**src/rtl/ln_neuron_seq.sv**
```systemverilog
// ln_neuron_seq: time-multiplexed 4-in/2-out truth-table neurons, one neuron per cycle.
// Latency: out_valid appears NEURONS cycles after the accept edge; out_data and out_valid
// then hold until out_ready. Optional macro LN_NEURON_SEQ_PERF_EN adds the perf_frames counter.
module ln_neuron_seq #(
  parameter int NEURONS = 8,
  parameter int FANIN   = 4,
  parameter int OBITS   = 2,
  // The index field can express NEURONS itself, so out-of-range writes are representable
  localparam int IW      = $clog2(NEURONS + 1),
  localparam int AW      = IW + FANIN,
  localparam int ENTRIES = 2 ** FANIN
) (
  input  logic                       clk,
  input  logic                       rst,
  input  logic                       in_valid,
  output logic                       in_ready,
  input  logic [FANIN*NEURONS-1:0]   in_data,
  output logic                       out_valid,
  input  logic                       out_ready,
  output logic [OBITS*NEURONS-1:0]   out_data,
  input  logic                       cfg_we,
  input  logic [AW-1:0]              cfg_addr,
  input  logic [OBITS-1:0]           cfg_data,
  output logic                       cfg_err
`ifdef LN_NEURON_SEQ_PERF_EN
  ,
  output logic [15:0]                perf_frames
`endif
);

  localparam logic [1:0] S_IDLE = 2'd0;
  localparam logic [1:0] S_EVAL = 2'd1;
  localparam logic [1:0] S_DONE = 2'd2;

  localparam logic [IW-1:0] LAST_IDX = IW'(NEURONS - 1);

  logic [1:0]                                   state_q, state_d;
  logic [IW-1:0]                                idx_q, idx_d;
  logic [FANIN*NEURONS-1:0]                     frame_q, frame_d;
  logic [OBITS*NEURONS-1:0]                     out_data_q, out_data_d;
  logic                                         cfg_err_q, cfg_err_d;
  logic [NEURONS-1:0][ENTRIES-1:0][OBITS-1:0]   tbl_q, tbl_d;

  logic [IW-1:0]    cfg_n;
  logic [FANIN-1:0] cfg_e;
  logic             cfg_ok;

  assign cfg_n  = cfg_addr[AW-1:FANIN];
  assign cfg_e  = cfg_addr[FANIN-1:0];
  assign cfg_ok = (cfg_n <= LAST_IDX);

  assign in_ready  = (state_q == S_IDLE);
  assign out_valid = (state_q == S_DONE);
  assign out_data  = out_data_q;
  assign cfg_err   = cfg_err_q;

  // Next-state: frame sequencing, shared lookup, and table writes (legal only in IDLE)
  always_comb begin
    state_d    = state_q;
    idx_d      = idx_q;
    frame_d    = frame_q;
    out_data_d = out_data_q;
    tbl_d      = tbl_q;
    cfg_err_d  = 1'b0;

    case (state_q)
      S_IDLE: begin
        if (in_valid) begin
          frame_d = in_data;
          idx_d   = '0;
          state_d = S_EVAL;
        end
      end
      S_EVAL: begin
        for (int n = 0; n < NEURONS; n++) begin
          if (idx_q == IW'(n)) begin
            out_data_d[n*OBITS +: OBITS] = tbl_q[n][frame_q[n*FANIN +: FANIN]];
          end
        end
        if (idx_q == LAST_IDX) begin
          idx_d   = '0;
          state_d = S_DONE;
        end else begin
          idx_d = idx_q + 1'b1;
        end
      end
      S_DONE: begin
        if (out_ready) begin
          state_d = S_IDLE;
        end
      end
      default: state_d = S_IDLE;
    endcase

    // A write landing on the accept edge is visible to the lookup, which starts next cycle
    if (cfg_we) begin
      if (!cfg_ok || state_q != S_IDLE) begin
        cfg_err_d = 1'b1;
      end else begin
        for (int n = 0; n < NEURONS; n++) begin
          if (cfg_n == IW'(n)) begin
            tbl_d[n][cfg_e] = cfg_data;
          end
        end
      end
    end
  end

  // State registers; reset discards any frame in flight and clears all tables
  always_ff @(posedge clk or posedge rst) begin
    if (rst) begin
      state_q    <= S_IDLE;
      idx_q      <= '0;
      frame_q    <= '0;
      out_data_q <= '0;
      cfg_err_q  <= 1'b0;
      tbl_q      <= '0;
    end else begin
      state_q    <= state_d;
      idx_q      <= idx_d;
      frame_q    <= frame_d;
      out_data_q <= out_data_d;
      cfg_err_q  <= cfg_err_d;
      tbl_q      <= tbl_d;
    end
  end

`ifdef LN_NEURON_SEQ_PERF_EN
  logic [15:0] perf_q, perf_d;

  assign perf_frames = perf_q;

  // Saturating count of completed output handshakes
  always_comb begin
    perf_d = perf_q;
    if (out_valid && out_ready && perf_q != 16'hFFFF) begin
      perf_d = perf_q + 16'd1;
    end
  end

  // Performance counter register
  always_ff @(posedge clk or posedge rst) begin
    if (rst) begin
      perf_q <= '0;
    end else begin
      perf_q <= perf_d;
    end
  end
`endif

endmodule

```
**config.mk**
```make
export PLATFORM = sky130hd
export DESIGN_NAME = ln_neuron_seq
export DESIGN_NICKNAME = d
export VERILOG_FILES = /design/src/rtl/ln_neuron_seq.sv
export SDC_FILE = /design/constraint.sdc
export NUM_CORES = 1
export LEC_CHECK = 0
export BUFFER_PORTS_ARGS = -buffer_cell sky130_fd_sc_hd__buf_4
export CORE_MARGIN = 2
export CORE_UTILIZATION = 25
export CTS_CLUSTER_SIZE = 30
export DETAILED_ROUTE_END_ITERATION = 8
export MAX_ROUTING_LAYER = met4
export SLEW_MARGIN = 20
export SYNTH_ARGS = -nofsm -noshare
export SYNTH_HDL_FRONTEND = slang
export SYNTH_SLANG_ARGS = --single-unit
export TNS_END_PERCENT = 30
```
**constraint.sdc**
```tcl
create_clock -name clk -period 26.3 [get_ports clk]
set_clock_uncertainty 0.05 [all_clocks]
set_input_delay 2.63 -clock clk [delete_from_list [all_inputs] [get_ports clk]]
set_output_delay 2.63 -clock clk [all_outputs]
set_load 0.02 [all_outputs]
```
== After elaboration in Yosys (flattened, before gate mapping) ==
Cells that the tools add are included.
W data, S select, Z words.

* Word-level logic and storage cells: 234
* Memory bits (writable): 0
* Bits in latches: 0
* Flip-flop bits (word level): 311
* Bits in read-only memories: 0
* Memories: 0
* Bits of input ports: 47
* Output and inout port bits: 19

* Multiplexer cells: 35
* Div/mod/pow operators: 0
* Multipliers: 0
* Reductions and logical operators: 27
* Add/sub/neg operators: 1
* Eq/ne operators: 19
* Bitwise logic cells: 1
* Order comparisons: 11
* Shift-type cells: 0

{| class="wikitable"
|+ Operators with widths
! kind !! number
|-
| $bwmux W32 || 8
|-
| $bmux W2 S4 || 8
|-
| $lt A4 B5 Y1 const B || 9
|-
| $eq A4 B3 Y1 const B || 8
|-
| $reduce_and A3 Y1 || 9
|-
| $mux W2 || 12
|-
| $reduce_and A2 Y1 || 10
|-
| $eq A4 B2 Y1 const B || 4
|-
| $demux W2 S4 || 1
|-
| $eq A4 B1 Y1 const B || 2
|-
| $logic_not A4 Y1 || 2
|-
| $mux W4 || 2
|-
| $pmux W4 S2 || 1
|-
| $pmux W2 S3 || 1
|-
| $add A4 B1 Y4 const B || 1
|-
| $ge A4 B1 Y1 const B || 1
|-
| $le A4 B3 Y1 const B || 1
|-
| $ne A2 B2 Y1 const B || 2
|-
| $reduce_bool A2 Y1 || 2
|-
| $eq A2 B1 Y1 const B || 1
|-
| $eq A2 B2 Y1 const B || 1
|-
| $logic_not A2 Y1 || 1
|-
| $mux W1 || 2
|-
| $ne A2 B1 Y1 const B || 1
|-
| other kinds (4) || 4
|}

== Logic depth before layout (Yosys ltp) ==
Gate-level depths: netlist (run 1).

* Depth in word-level cells: 5
* Depth in mapped cells: 6
* Depth with buffers taken out: 5

== Least setup slack after synthesis (run 1) ==
Ideal clock, no wire load.

* Kind: in2reg
* Start: in cfg_addr[7]
* End: reg tbl_q[62] (netlist bit)
* Library setup time: 0.128 ns
* Path buffers: 2
* Stages on the path: 6
* Slack: 21.792 ns
* Arrival: 4.330 ns
* Cells stage by stage: or4b_4 > or4b_1 > buf_2 > buf_6 > nor2_4 > mux2_1

* Word-level cells in the longest chain between the ends: 5
* Elaborated cells on any way between the ends: 6
* Those cells by class: order compare: 1; eq/ne: 1; bitwise: 1; reduce/logical: 3

{| class="wikitable"
|+ Ends and longest elaborated chain
! what !! RTL line !! source
|-
| start: declaration || 22 || <nowiki>input logic [AW-1:0] cfg_addr,</nowiki>
|-
| $le A4 B3 Y1 || 50 || <nowiki>assign cfg_ok = (cfg_n <= LAST_IDX);</nowiki>
|-
| $logic_not A1 Y1 || 97 || <nowiki>if (!cfg_ok || state_q != S_IDLE) begin</nowiki>
|-
| $logic_or A1 B1 Y1 || 97 ||
|-
| $not A1 Y1 (no source line) || -- ||
|-
| $reduce_and A3 Y1 (no source line) * || -- ||
|-
| end signal: assignment || 124 || <nowiki>tbl_q <= tbl_d;</nowiki>
|-
| end: declaration || 42 || <nowiki>logic [NEURONS-1:0][ENTRIES-1:0][OBITS-1:0] tbl_q, tbl_d;</nowiki>
|}

Every way passes the cells marked *; elsewhere a longest branch is shown, timed or not.
A chain may end at the register's enable or synchronous reset.

== Worst setup path in the final report (run 1) ==
* Start: reg state_q[1]
* End: out in_ready

* Word-level cells in the longest chain between the ends: 1

{| class="wikitable"
|+ Ends and longest elaborated chain
! what !! RTL line !! source
|-
| start: declaration || 37 || <nowiki>logic [1:0] state_q, state_d;</nowiki>
|-
| start signal: assignment || 119 || <nowiki>state_q <= state_d;</nowiki>
|-
| $logic_not A2 Y1 || 52 || <nowiki>assign in_ready = (state_q == S_IDLE);</nowiki>
|-
| end: declaration || 16 || <nowiki>output logic in_ready,</nowiki>
|}

Every way passes these cells.

==> impl_metrics.env, run 1 <==
export IMPL_status="complete, no violations"
export IMPL_path_clk_slew_ns=0.07
export IMPL_postSynthNetCount=1150
export IMPL_layout_commonest_cell="dfrtp_1"
export IMPL_antenna_found_initial=0
export IMPL_nets=1174
export IMPL_worst_pin_slew_ns=1.09
export IMPL_grt_max_degree=171
export IMPL_antenna_left=0
export IMPL_core_area_sq_mm=0.0578
export IMPL_clock_path_buffers=3
export IMPL_crit_path_top_delay_cell="dfrtp_1"
export IMPL_die_x_microns=246
export IMPL_min_period_ns=4.50
export IMPL_crit_end="in_ready"
export IMPL_dieArea_sq_mm=0.0605
export IMPL_fillers=5816
export IMPL_first_global_vias=9306
export IMPL_via_per_inst=4.66
export IMPL_grt_use_total_pct=12.3
export IMPL_drc=0
export IMPL_slew_headroom_pct=26.6
export IMPL_drive_above_1_share_pct=39.0
export IMPL_critical_path_endpoint_type="output pin"
export IMPL_crit_type="flip-flop to output pin"
export IMPL_cts_sinks=311
export IMPL_initial_core_util_pct=25.3
export IMPL_synth_cells=1099
export IMPL_setup_slack_ns=21.80
export IMPL_wl_microns=36000
export IMPL_critPathRequiredTime_ns=23.62
export IMPL_p_total_w=0.00128
export IMPL_vias=8900
export IMPL_crit_fanout=8
export IMPL_ys_warn_count=0
export IMPL_hold_viol=0
export IMPL_yosysUniqueCellTypes=39
export IMPL_startpoint="state_q[1]$_DFFE_PP0P_"
export IMPL_hold_ws_ns=0.427
export IMPL_ios=66
export IMPL_crit_arrival_ns=1.82
export IMPL_grt_pass1_wl_microns=56200
export IMPL_cellPowerDensity_mw_per_mm2=75.4
export IMPL_ys_seq_area_share_pct=53.1
export IMPL_rsz0062_at_grt="no"
export IMPL_p_leak_nw=7.88
export IMPL_cts_setup_buffers=0
export IMPL_synth_avg_cell_area_sq_um=13.3
export IMPL_num_rows=88
export IMPL_timing_rr_end="tbl_q[115]$_DFFE_PP0P_"
export IMPL_min_path_type="flip-flop to flip-flop"
export IMPL_dpl_hpwl_microns=23500
export IMPL_ff2ff_path_depth=4
export IMPL_max_freq_mhz=222
export IMPL_r2r_start="state_q[1]$_DFFE_PP0P_"
export IMPL_dr_pass1_iters=5
export IMPL_clk_latency_ns=0.58
export IMPL_setup_viol=0
export IMPL_drtIter0Drc=616
export IMPL_synth_seq_cells=311
export IMPL_synth_area_leaders="dfrtp_1, mux2_2, mux4_2"
export IMPL_syn_to_final_growth_pct=15.6
export IMPL_ys_async_sr_fraction_pct=100
export IMPL_drv_slew=0
export IMPL_synth_edf_count=0
export IMPL_cts_tree="yes"
export IMPL_place_gp_congestion=0.745
export IMPL_final_cell_mix="dfrtp_1, mux2_2, nand2_1, buf_4, mux4_2"
export IMPL_yosys_area_top_type_share_pct=53.1
export IMPL_crit_path_cell_trace="nor2_1 > buf_4"
export IMPL_min_period_over_period_pct=17.1
export IMPL_place_ws_ns=21.33
export IMPL_vdd_drop_max_mv=0.0665
export IMPL_ff2ff_setup_slack_ns=23.46
export IMPL_io_buffer_count=65
export IMPL_multi_input_area_sq_mm=0.00654
export IMPL_tns_ns=0
export IMPL_ys_flop_type="dfrtp_1"
export IMPL_synth_top_cell_by_area="dfrtp_1"
export IMPL_numCtsBuffers=30
export IMPL_cp_start_kind="flip-flop"
export IMPL_ff_latch_area_sq_mm=0.00778
export IMPL_syn_area_sq_mm=0.0146
export IMPL_drt_wirelength_per_cell_microns=18.8
export IMPL_cts_hold_buffers=0
export IMPL_grt_overflow=0
export IMPL_antennaDiodeCount=0
export IMPL_cts_root_buf="clkbuf_16"
export IMPL_ctsHtreeMaxLevel=1
export IMPL_drv_cap=0
export IMPL_ctsResizeCount=0
export IMPL_cpPeakStageDelay_ns=0.51
export IMPL_dieHeight_microns=246
[kinds of logic (layout without fill, tap and decap cells)]
| kind of cell | count (synthesis) | after routing | share of synthesized area, % |
|---|---|---|---|
| DFF | 311 | 311 | 53.1 |
| muxes | 369 | 369 | 32.9 |
| buffers and inverters | 83 | 130 | 2.32 |
| adders and majority gates | 4 | 4 | 0.342 |
| and+or+nand+nor | 309 | 309 | 10.2 |
| AOI/OAI and AO/OA | 23 | 23 | 1.07 |
[layout make-up]
type                    count  share of cell area [%]
clock buffers              41                    5.16
clock inverters            14                    1.18
inverters                   4                   0.163
multi-input cells         705                    38.6
flip-flops and latches    311                    46.0
well taps                 765                    5.65
repair buffers             71                    3.22
[per-stage QoR]
step	cells	utilization [%]	instance area, sq um
detailed placement	1856	27.4	15800
global placement	1856	27.4	15800
finish	1911	29.3	16900
floorplan	1099	-	14600
global route	1911	29.3	16900
CTS	1911	29.3	16900
[how the worst min path moves through the flow]
stage	startpoint	end	cells after the start
after floorplan	tbl_q[56]$_DFFE_PP0P_	tbl_q[56]$_DFFE_PP0P_	1
after global placement	tbl_q[44]$_DFFE_PP0P_	tbl_q[44]$_DFFE_PP0P_	1
after detailed placement	out_data[7]$_DFFE_PP0P_	out_data[7]$_DFFE_PP0P_	1
after CTS	out_data[7]$_DFFE_PP0P_	out_data[7]$_DFFE_PP0P_	1
after global routing	out_data[3]$_DFFE_PP0P_	out_data[3]$_DFFE_PP0P_	1
final	out_data[3]$_DFFE_PP0P_	out_data[3]$_DFFE_PP0P_	1
[cells in the mapped netlist, drive strengths merged, types with 2 or more instances]
cell type / n
buf: 12
o22ai: 8
nand2: 180
dfrtp: 311
clkbuf: 67
nor4b: 3
nor2b: 5
mux2: 264
nand2b: 6
nor2: 77
nand3b: 4
and4b: 2
nor3: 6
mux4: 64
mux2i: 41
a21o: 8
or4b: 3
nand3: 16
inv: 4
ha: 4
o21ai: 4
[registers in the layout, indices dropped and copies added, names as in the netlist]
register,count
out_data,16
cfg_err,1
tbl_q,256
state_q,2
idx_q,4
frame_q,32
[where the power goes]
group,internal [W],leakage [nW],switching [W]
Combinational,0.000100,3.08,0.0000958
Clock,0.000280,0.528,0.000190
Sequential,0.000522,4.27,0.0000873
Total,0.000903,7.88,0.000373
[critical path: cells and delay by family, from the launching register on]
| family | cells | cell delay [ns] |
|---|---|---|
| buffers and inverters | 1 | 0.24 |
| DFF | 1 | 0.51 |
| and+or+nand+nor | 1 | 0.48 |
[layer usage]
metal	GRT usage [%]	vias to the layer above	wire (microns)
met2	18.1	219	15900
met3	2.34	53	2110
met1	17.8	4684	17400
met5	-	-	0
met4	2.14	0	560
li1	-	3944	-
Power figures use the tool's default switching activity.
==> run 2: changes to the inputs <==
--- a/config.mk
+++ b/config.mk
@@ -5,6 +5,7 @@
 export SDC_FILE = /design/constraint.sdc
 export NUM_CORES = 1
 export LEC_CHECK = 0
+export ABC_AREA = 1
 export BUFFER_PORTS_ARGS = -buffer_cell sky130_fd_sc_hd__buf_4
 export CORE_MARGIN = 2
 export CORE_UTILIZATION = 25
==> constraint.sdc (replaced) <==
create_clock -name clk -period 4 [get_ports clk]
set_clock_uncertainty 0.05 [all_clocks]
set_input_delay 0.4 -clock clk [delete_from_list [all_inputs] [get_ports clk]]
set_output_delay 0.4 -clock clk [all_outputs]
set_load 0.02 [all_outputs]
==> impl_metrics.env, run 2 <==
export IMPL_synth_most_common_cell="nand2_1"
export IMPL_antenna_found_initial=0
export IMPL_drv_cap=0
export IMPL_crit_type="flip-flop to flip-flop"
export IMPL_place_gp_congestion=0.788
export IMPL_synth_edf_count=0
export IMPL_grt_overflow=0
export IMPL_slew_headroom_pct=26.0
export IMPL_drive_above_1_share_pct=7.39
export IMPL_min_period_over_period_pct=54.1
export IMPL_ctsResizeCount=0
export IMPL_dieArea_sq_mm=0.0617
export IMPL_synth_avg_cell_area_sq_um=7.48
export IMPL_initial_core_util_pct=25.3
export IMPL_hold_ws_ns=0.0224
export IMPL_min_path_type="input pin to flip-flop"
export IMPL_setup_slack_ns=1.84
export IMPL_timing_rr_end="out_data[2]$_DFFE_PP0P_"
export IMPL_fillers=6360
export IMPL_drt_wirelength_per_cell_microns=14.8
export IMPL_dpl_instance_area_sq_mm=0.0162
export IMPL_p_leak_nw=7.92
export IMPL_antenna_left=0
export IMPL_via_per_inst=4.42
export IMPL_critical_path_endpoint_type="flip-flop"
export IMPL_ys_async_sr_fraction_pct=100
export IMPL_layout_commonest_cell="nand2_1"
export IMPL_vdd_drop_max_mv=0.291
export IMPL_hold_viol=0
export IMPL_ys_warn_count=0
export IMPL_dieHeight_microns=248
export IMPL_ys_flop_type="dfrtp_1"
export IMPL_wl_microns=41800
export IMPL_worst_pin_slew_ns=1.11
export IMPL_ios=66
export IMPL_postLayoutCoreUtil_pct=29.4
export IMPL_synth_area_leaders="dfrtp_1, nand2_1, o21ai_0"
export IMPL_ff2ff_path_depth=9
export IMPL_synth_common_cells="nand2_1, dfrtp_1, o21ai_0, inv_1, nand3_1"
export IMPL_postSynthNetCount=2049
export IMPL_max_freq_mhz=462
export IMPL_ff2ff_setup_slack_ns=1.84
export IMPL_status="complete, no violations"
export IMPL_path_clk_slew_ns=0.06
export IMPL_cts_sinks=311
export IMPL_io_buffer_count=65
export IMPL_dpl_hpwl_microns=26800
export IMPL_yosys_area_top_type_share_pct=52.1
export IMPL_largest_reg_flops=256
export IMPL_core_area_sq_mm=0.0590
export IMPL_ctsHtreeMaxLevel=2
export IMPL_drtIter0Drc=1285
export IMPL_grt_use_total_pct=13.8
export IMPL_rsz0062_at_grt="no"
export IMPL_synth_top_cell_by_area="dfrtp_1"
export IMPL_final_cell_mix="nand2_1, dfrtp_1, o21ai_0, inv_1, nand3_1"
export IMPL_dr_pass1_iters=6
export IMPL_first_global_vias=12068
export IMPL_vias=12512
export IMPL_r2r_start="frame_q[4]$_DFFE_PP0P_"
export IMPL_setup_viol=0
export IMPL_grt_pass1_wl_microns=67400
export IMPL_clk_latency_ns=0.52
export IMPL_synth_seq_cells=311
export IMPL_die_x_microns=248
export IMPL_drc=0
export IMPL_yosysUniqueCellTypes=21
export IMPL_synth_cells=1998
export IMPL_syn_to_final_growth_pct=16.3
export IMPL_crit_arrival_ns=2.53
export IMPL_cts_root_buf="clkbuf_16"
export IMPL_tns_ns=0
export IMPL_num_rows=89
export IMPL_nets=2087
export IMPL_hold_start="out_ready"
export IMPL_cellPowerDensity_mw_per_mm2=568
export IMPL_place_ws_ns=1.72
export IMPL_grt_max_degree=129
export IMPL_cp_start_kind="flip-flop"
export IMPL_holdPathStages=2
export IMPL_drv_slew=0
export IMPL_finalInstanceArea_sq_mm=0.0174
export IMPL_cts_tree="yes"
export IMPL_clock_path_buffers=3
export IMPL_numCtsBuffers=35
export IMPL_min_period_ns=2.16
export IMPL_hold_end="state_q[1]$_DFFE_PP0P_"
export IMPL_syn_area_sq_mm=0.0149
export IMPL_critPathRequiredTime_ns=4.37
export IMPL_crit_fanout=17
export IMPL_ys_seq_area_share_pct=52.1
export IMPL_regMostFlops="tbl_q"
export IMPL_startpoint="frame_q[4]$_DFFE_PP0P_"
[run 2: worst max-delay path by stage]
stage	end	slack [ns]	cells past startpoint
after floorplan	cfg_err$_DFF_PP0_	-0.59	1
after global placement	tbl_q[209]$_DFFE_PP0P_	1.75	7
after detailed placement	tbl_q[240]$_DFFE_PP0P_	1.72	7
after CTS	out_data[11]$_DFFE_PP0P_	1.82	9
after global routing	out_data[11]$_DFFE_PP0P_	1.54	9
final	out_data[2]$_DFFE_PP0P_	1.84	9
[run 2: routing by layer]
metal	share of wire (%)	wire length [microns]	global-route usage (%)	vias up
met1	50	20700	19.8	5870
met2	44	18200	20.4	268
li1	-	-	-	6322
met4	1.9	792	3.23	0
met3	5.0	2070	2.16	52
met5	0	0	-	-
[run 2: timing repair]
item	in CTS	in global routing
hold buffers	1	0
endpoints found under the hold margin	2	0
endpoints found under the setup margin	0	0
setup buffers	0	0
[run 2: critical path, cell delays in order (launching register included)]
cell and delay [ns]:
dfrtp_1 0.71, clkinv_1 0.60, nand2_1 0.18, nand2_1 0.07, nand2_1 0.06, nand3_1 0.10, nand3_1 0.08, nand2_1 0.08
nand2_1 0.07, nand2_1 0.05
[run 2: area by class of cell]
class                           count  area, sq um  area share (%)
Antenna cell                        1         2.50          0.0144
Clock buffer                       48          995            5.73
Clock inverter                     10          156           0.900
Inverter                          258          977            5.62
Multi-Input combinational cell   1354         5860            33.7
Sequential cell                   311         7780            44.8
Tap cell                          773          967            5.57
Timing Repair Buffer               76          636            3.66
[run 2: kinds of logic (layout without fill, tap and decap cells)]
family	after synthesis	in the layout	synth area share, %
DFF	311	311	52.1
buffers and inverters	333	392	8.84
xor gates and xnor gates	1	1	0.0586
AOI/OAI and AO/OA	295	295	9.91
adders and majority gates	4	4	0.335
other	0	1	0
and+or+nand+nor	1054	1054	28.8
[run 2: report_power, final]
part           internal [W]  switching (W)  leakage, nW  total [W]
registers           0.00349       0.000537         4.25    0.00403
clock network       0.00199        0.00131        0.566    0.00330
logic              0.000870        0.00167         3.11    0.00254
[run 2: per-stage QoR]
step | total power (W) | cells
floorplan | 0.00580 | 1998
global placement | 0.00663 | 2771
detailed placement | 0.00664 | 2771
CTS | 0.00998 | 2830
global route | 0.0105 | 2830
finish | 0.00987 | 2831
